<file path="src/rtl/input_conditioner_if.sv">
// input_conditioner_if: raw board pins in, conditioned levels and event pulses out.
interface input_conditioner_if;
  logic        btnL_raw;
  logic        btnR_raw;
  logic [15:0] switch_raw;
  logic        btnL;
  logic        btnR;
  logic [15:0] switch;
  logic        btnL_press;
  logic        btnR_press;
  logic        switch_changed;
  modport master (
    output btnL_raw, btnR_raw, switch_raw,
    input  btnL, btnR, switch, btnL_press, btnR_press, switch_changed
  );
  modport slave (
    input  btnL_raw, btnR_raw, switch_raw,
    output btnL, btnR, switch, btnL_press, btnR_press, switch_changed
  );
endinterface

</file>
<file path="src/rtl/input_conditioner.sv">
// input_conditioner: synchronises and debounces two buttons and 16 switches, with press/change pulses.
module input_conditioner #(
  parameter int SYNC_STAGES     = 2,
  parameter int DEBOUNCE_CYCLES = 1000000
) (
  input logic                clk,
  input logic                reset,
  input_conditioner_if.slave io
);
  localparam int CW = $clog2(DEBOUNCE_CYCLES + 1);
  localparam logic [CW-1:0] LAST = CW'(DEBOUNCE_CYCLES - 1);
  localparam logic [CW-1:0] ONE  = CW'(1);
  typedef enum logic [1:0] {LOW, RISE, HIGH, FALL} btn_state_e;
  // bit 16 = left button, bit 17 = right button, [15:0] = switches
  logic [SYNC_STAGES-1:0][17:0] sync_q;
  logic [17:0]                  s;
  logic [1:0]                   s_btn;
  logic [15:0]                  s_sw;
  btn_state_e                   st_q  [2];
  btn_state_e                   st_d  [2];
  logic [CW-1:0]                cnt_q [2];
  logic [CW-1:0]                cnt_d [2];
  logic [1:0]                   lvl_q, lvl_d, prs_q, prs_d;
  logic [15:0]                  sw_q, sw_d, cand_q, cand_d;
  logic [CW-1:0]                gcnt_q, gcnt_d;
  logic                         chg_q, chg_d;
  always_ff @(posedge clk or negedge reset)
    if (!reset) sync_q <= '0;
    else        sync_q <= {sync_q[SYNC_STAGES-2:0], {io.btnR_raw, io.btnL_raw, io.switch_raw}};
  assign s     = sync_q[SYNC_STAGES-1];
  assign s_btn = s[17:16];
  assign s_sw  = s[15:0];
  always_comb begin
    st_d  = st_q;
    cnt_d = cnt_q;
    lvl_d = lvl_q;
    prs_d = '0;
    for (int i = 0; i < 2; i++) begin
      case (st_q[i])
        LOW:  if (s_btn[i]) begin
                st_d[i]  = RISE;
                cnt_d[i] = ONE;
              end
        RISE: if (!s_btn[i]) begin
                st_d[i]  = LOW;
                cnt_d[i] = '0;
              end else if (cnt_q[i] == LAST) begin
                st_d[i]  = HIGH;
                cnt_d[i] = '0;
                lvl_d[i] = 1'b1;
                prs_d[i] = 1'b1;
              end else cnt_d[i] = cnt_q[i] + ONE;
        HIGH: if (!s_btn[i]) begin
                st_d[i]  = FALL;
                cnt_d[i] = ONE;
              end
        FALL: if (s_btn[i]) begin
                st_d[i]  = HIGH;
                cnt_d[i] = '0;
              end else if (cnt_q[i] == LAST) begin
                st_d[i]  = LOW;
                cnt_d[i] = '0;
                lvl_d[i] = 1'b0;
              end else cnt_d[i] = cnt_q[i] + ONE;
      endcase
    end
  end
  // the whole switch vector shares one candidate, so any bit bouncing restarts the count
  always_comb begin
    sw_d   = sw_q;
    cand_d = cand_q;
    gcnt_d = gcnt_q;
    chg_d  = 1'b0;
    if (s_sw != sw_q) begin
      if (s_sw != cand_q) begin
        cand_d = s_sw;
        gcnt_d = ONE;
      end else if (gcnt_q == LAST) begin
        sw_d   = cand_q;
        chg_d  = 1'b1;
        gcnt_d = '0;
      end else gcnt_d = gcnt_q + ONE;
    end else begin
      gcnt_d = '0;
      cand_d = sw_q;
    end
  end
  always_ff @(posedge clk or negedge reset)
    if (!reset) begin
      st_q   <= '{LOW, LOW};
      cnt_q  <= '{default: '0};
      lvl_q  <= '0;
      prs_q  <= '0;
      sw_q   <= '0;
      cand_q <= '0;
      gcnt_q <= '0;
      chg_q  <= 1'b0;
    end else begin
      st_q   <= st_d;
      cnt_q  <= cnt_d;
      lvl_q  <= lvl_d;
      prs_q  <= prs_d;
      sw_q   <= sw_d;
      cand_q <= cand_d;
      gcnt_q <= gcnt_d;
      chg_q  <= chg_d;
    end
  assign io.btnL           = lvl_q[0];
  assign io.btnR           = lvl_q[1];
  assign io.btnL_press     = prs_q[0];
  assign io.btnR_press     = prs_q[1];
  assign io.switch         = sw_q;
  assign io.switch_changed = chg_q;
endmodule

</file>
<file path="src/flat_wrapper.sv">
// flat-port wrapper written by rule: the top's interface ports become plain ports
module input_conditioner_flat 
#(
  parameter int SYNC_STAGES     = 2,
  parameter int DEBOUNCE_CYCLES = 1000000
)
  (clk, reset, io_btnL_raw, io_btnR_raw, io_switch_raw, io_btnL, io_btnR, io_switch, io_btnL_press, io_btnR_press, io_switch_changed);
  input_conditioner_if io_i ();
  input logic clk;
  input logic reset;
  input wire logic [$bits(io_i.btnL_raw)-1:0] io_btnL_raw;
  input wire logic [$bits(io_i.btnR_raw)-1:0] io_btnR_raw;
  input wire logic [$bits(io_i.switch_raw)-1:0] io_switch_raw;
  output wire logic [$bits(io_i.btnL)-1:0] io_btnL;
  output wire logic [$bits(io_i.btnR)-1:0] io_btnR;
  output wire logic [$bits(io_i.switch)-1:0] io_switch;
  output wire logic [$bits(io_i.btnL_press)-1:0] io_btnL_press;
  output wire logic [$bits(io_i.btnR_press)-1:0] io_btnR_press;
  output wire logic [$bits(io_i.switch_changed)-1:0] io_switch_changed;
  assign io_i.btnL_raw = io_btnL_raw;
  assign io_i.btnR_raw = io_btnR_raw;
  assign io_i.switch_raw = io_switch_raw;
  assign io_btnL = io_i.btnL;
  assign io_btnR = io_i.btnR;
  assign io_switch = io_i.switch;
  assign io_btnL_press = io_i.btnL_press;
  assign io_btnR_press = io_i.btnR_press;
  assign io_switch_changed = io_i.switch_changed;
  input_conditioner #(.SYNC_STAGES(SYNC_STAGES), .DEBOUNCE_CYCLES(DEBOUNCE_CYCLES)) u_core (.clk(clk), .reset(reset), .io(io_i));
endmodule
</file>
<file path="config.mk">
export PLATFORM = sky130hd
export DESIGN_NAME = input_conditioner_flat
export DESIGN_NICKNAME = d
export VERILOG_FILES = /design/src/rtl/input_conditioner_if.sv /design/src/rtl/input_conditioner.sv /design/src/flat_wrapper.sv
export SDC_FILE = /design/constraint.sdc
export NUM_CORES = 1
export LEC_CHECK = 0
export ABC_AREA = 1
export CORE_MARGIN = 1
export CORE_UTILIZATION = 32
export DETAILED_ROUTE_END_ITERATION = 8
export PLACE_DENSITY = 0.52
export SLEW_MARGIN = 0
export SYNTH_ARGS = -nofsm -noshare
export SYNTH_HDL_FRONTEND = slang
export SYNTH_SLANG_ARGS = --single-unit
</file>
<file path="constraint.sdc">
create_clock -name clk -period 1.8 [get_ports clk]
set_input_delay 0.18 -clock clk [delete_from_list [all_inputs] [get_ports clk]]
set_output_delay 0.18 -clock clk [all_outputs]
set_load 0.005 [all_outputs]
</file>
== After elaboration in Yosys (flattened, before gate mapping) ==
Index checks and enable logic that the tools add are counted.
Operators by class
  add/subtract/negate cells: 3
  eq/ne operators: 28
  multiplexer cells: 50
  bitwise operators: 1
  reductions and logical operators: 11
Operators by type and width (count)
  $mux 20: 13
  $pmux 20 s4: 2
  $add 20x1->20 const B: 3
  $eq 20x20->1 const B: 3
  $mux 16: 2
  $ne 16x16->1: 2
  $mux 2: 12
  $mux 1: 17
  $ne 2x1->1 const B: 8
  $pmux 2 s4: 2
  $ne 2x2->1 const B: 5
  $reduce_and 5->1: 2
  $eq 2x2->1 const B: 4
  $reduce_and 4->1: 2
  $ne 3x1->1 const B: 2
  $ne 3x3->1 const B: 2
  $eq 2x1->1 const B: 2
  $logic_not 2->1: 2
  $pmux 1 s2: 2
  $reduce_and 2->1: 2
  $reduce_bool 2->1: 2
  $reduce_and 3->1: 1
  $not 1->1: 1
Storage, ports and cells
  flip-flop bits (word level): 137
  bits of input ports: 20
  output and inout bits: 21
  word-level logic and storage cells: 106

== Depth between registers and ports, before layout ==
  word-level depth: 4
  mapped depth: 11
  mapped depth without buffers: 10

== Worst setup path after synthesis ==
OpenSTA, ideal clock, no wires.
  path type: reg-to-reg
  from: register u_core.gcnt_q[0]
  to: register u_core.sw_q[12] (netlist: u_core.io.switch[12])
  arrival: 1436 ps
  required time: 1683 ps
  setup slack: 247 ps
  stages on the path, launching flop included: 12
  cells stage by stage: dfrtp_1 ha_1 nand2_2 nor2_4 inv_2 nor2_4 nand2_4 nor2_8 nand3_4 buf_6 nand2_1 nand2_1
On the way
  longest elaborated chain between the ends: 2
Ends and longest elaborated chain
  start: declaration: RTL line input_conditioner.sv:25  | logic [CW-1:0] gcnt_q, gcnt_d;
  start signal: assignment: RTL line input_conditioner.sv:105  | gcnt_q <= gcnt_d;
  $eq 20x20->1: RTL line input_conditioner.sv:78  | end else if (gcnt_q == LAST) begin
  $reduce_and 3->1 (no source line)
  end signal: assignment: RTL line input_conditioner.sv:103  | sw_q <= sw_d;
  end: declaration: RTL line input_conditioner.sv:24  | logic [15:0] sw_q, sw_d, cand_q, cand_d;
Every way passes these cells.
A chain may end at the register's enable or synchronous reset.

== Worst setup path after layout ==
  from: register u_core.gcnt_q[0]
  to: register u_core.gcnt_q[3]
On the way
  longest elaborated chain between the ends: 4
  elaborated cells between the ends (all ways): 5
Ends and longest elaborated chain
  $add 20x1->20 / $eq 20x20->1 (equally long branches): RTL line input_conditioner.sv:82, input_conditioner.sv:78
  $mux 20 (*): RTL line input_conditioner.sv:78
  $mux 20 (*): RTL line input_conditioner.sv:75  | if (s_sw != cand_q) begin
  $mux 20 (*): RTL line input_conditioner.sv:74  | if (s_sw != sw_q) begin
  named net u_core.gcnt_d[3]: RTL line input_conditioner.sv:25
Mark *: on every way through the listed nets, which the timed path passes. The rest lies on a longest branch.

==> run metrics <==
Mapped Avg Cell Area=8.21 sq um; Num CTS Buffers=17; TritonCTS Sinks=between 100 and 150; Slew headroom=approximately three quarters; fin area=8130 sq um; Setup WS post-layout=around 0.13 ns; DRT Pass-1 Iters=4; clock slew at reported path FFs=0.06 ns; # nets final=~900; Core Region=19800 sq um; dpl ws=~0.054 ns; r2r setup slk=0.13 ns; FP Rows=between 50 and 60; Ys Warns=0; layout cells sized above 1=12.8%; FF+latch count, synth=roughly 140; drt first-iter violations=311; GR Util All Layers=14.2%; vias in the first global route=4983; crit-path leading delay family=simple AND/OR/NAND/NOR gates; Root Driver=clkbuf_16; power density over cell area=slightly above 900 nW/um^2; FMAX=approximately 0.6 GHz; LEAKAGE=3.66 nW; Final Cycle Share=92.6%; Final Critical Period=1.67 ns; clock latency reported for the late side of the worst-skew pair=~0.43 ns; ant diodes=0; critical path, cell by cell=ha_1 > nand2_2 > nor2_4 > inv_2 > nor2_4 > nand4_1 > nand3_2 > buf_12 > nor3_1; cell area after synthesis=6560 sq um; io pins=41; CP bufs+invs=2; Avg Vias per Cell=around 4.5; post-synthesis cell type count=41; first-pass GRT wire length=about 24000 um; Worst Clk Skew=approximately 0.0079 ns; post-route DRC violation count=0; Worst Setup Start Kind=flip-flop; critical path endpoint category=flip-flop; initial antenna violation count=0; Worst path max stage delay=0.37 ns; most common cell after layout, fill and taps aside=nand2_1; Tightest Hold Check Type=primary input to flip-flop; max-cap viol count=0; Slowest-stage cell, CP=dfrtp_1; H-tree levels=4; total grt overflow=0; Slew Limit Fails=0; CP arrival=just under 2 ns; most frequent cells in the layout=nand2_1 (217), dfrtp_1 (137), inv_1 (105), nor2_1 (70), clkdlybuf4s50_1 (39); Final Hold Vio Count=0; Total Routed Length=14100 um; starting density of the core=33.1%; synthesized instance count=approximately 800; Buffers on Ports=40; CTS tree=built; syn nets=821; RSZ-0062 raised after global routing=yes; kind of critical path=flip-flop to flip-flop; drt wl/cell=between 10 and 15 um; Async SR Flop Fraction=100%; Final ANT Viol Nets=0; largest fanout on the critical path=15; placed inst area=7390 sq um; Worst Max-Slew Pin Slew=roughly 0.38 ns; DIE HEIGHT=~150 um; Main synth FF type=dfrtp_1; outcome=finished clean; Die Span X=145 um; post-synthesis sequential area ratio=between 50% and 60%; GP Congestion=0.851; Post-synth EDFFs=0; most used cell, CP=nor2_4; via count=5147; full die area=21100 sq um; CP Data Required Time=2.10 ns; Syn-to-layout area delta=24.0%; final setup vio count=0; largest net degree at the start of global routing=45; HPWL Detailed=9840 um; clk buf depth=2; worst vdd ir=around 0.00059 V
-- kinds of logic after synthesis --
group | synth area share (%)
simple gates | 29.1
buf+inv | 8.65
compound gates | 5.54
flops | 52.3
fa+ha+maj | 0.573
mux | 0.153
xor+xnor | 3.74
-- synthesized netlist by cell type, types with 3 or more instances --
master      n  area (sq um)
nor3_1     17          85.1
nor2_2      7          43.8
a21oi_1    12          60.1
nand3_2     3          30.0
xor2_1     15           131
inv_2       6          22.5
nor2_4      4          45.0
nor3_2      4          40.0
ha_1        3          37.5
buf_2       6          30.0
nand3_1    38           190
nand2_1   219           822
o21ai_1     3          15.0
nor2_1     76           285
dfrtp_1   137          3430
o22ai_1    11          68.8
nand4_1    37           231
o21ai_0    36           180
clkbuf_1   18          67.6
xnor2_1    13           114
inv_1     108           405
-- registers in the layout, indices dropped and copies added, names as in the netlist, named ones only --
register and flops:
u_core.st_q 2, u_core.cnt_q 40, u_core.gcnt_q 20, u_core.io.switch_changed 1, u_core.s 18, u_core.io.switch 16
u_core.sync_q 18, u_core.cand_q 16, u_core.prs_q 2, u_core.lvl_q 2
-- routing by layer --
layer | vias up | wire length, um | global-route usage [%]
met5 | - | 0 | 0
met3 | 28 | 497 | 2.86
met1 | 2389 | 6850 | 18.6
met4 | 0 | 371 | 7.32
li1 | 2648 | - | -
met2 | 82 | 6370 | 22.3
-- stage by stage --
step                      setup TNS, ns  util [%]  std cells  total power [mW]  hold slack (ns)
after floorplan                       0         -        798              3.58           -0.116
after global placement                0      37.4       1100              3.86            0.119
after detailed placement              0      37.4       1100              3.85            0.121
after CTS                             0      40.5       1133              7.49            0.170
after global routing           -0.00373      41.1       1137              7.78            0.171
final                                 0      41.1       1137              7.45            0.190
-- final timing paths --
check / start / endpoint / cells past startpoint
setup / recovery: u_core.gcnt_q[0] / u_core.gcnt_q[3] / 9
hold / removal: io_switch_raw[14] / u_core.sync_q[14] / 1
setup reg to reg: u_core.gcnt_q[0] / u_core.gcnt_q[3] / 9
hold reg to reg: u_core.sync_q[15] / u_core.s[15] / 0
max in group asynchronous: reset / u_core.cnt_q[24] / 3
min in group asynchronous: reset / u_core.s[13] / 2
-- what timing repair did --
action,4_1_cts,5_1_grt
buffers inserted,0,2
gates resized for setup,0,23
hold buffers,1,0
setup endpoints to repair,0,43
endpoints found under the hold margin,35,0
-- power by group --
part	switching [mW]	total, mW	internal (mW)
Combinational	0.347	0.597	0.249
Clock	1.43	3.58	2.15
Sequential	0.0920	3.28	3.18
-- layout make-up --
class	instances	area, sq um
Fill cell	2007	11700
Inverter	115	435
Timing Repair Buffer	68	668
Timing Repair inverter	1	7.51
Tap cell	265	332
Multi-Input combinational cell	519	2650
Clock inverter	13	159
Sequential cell	137	3430
Clock buffer	19	453
(Power assumes the default switching activity.)
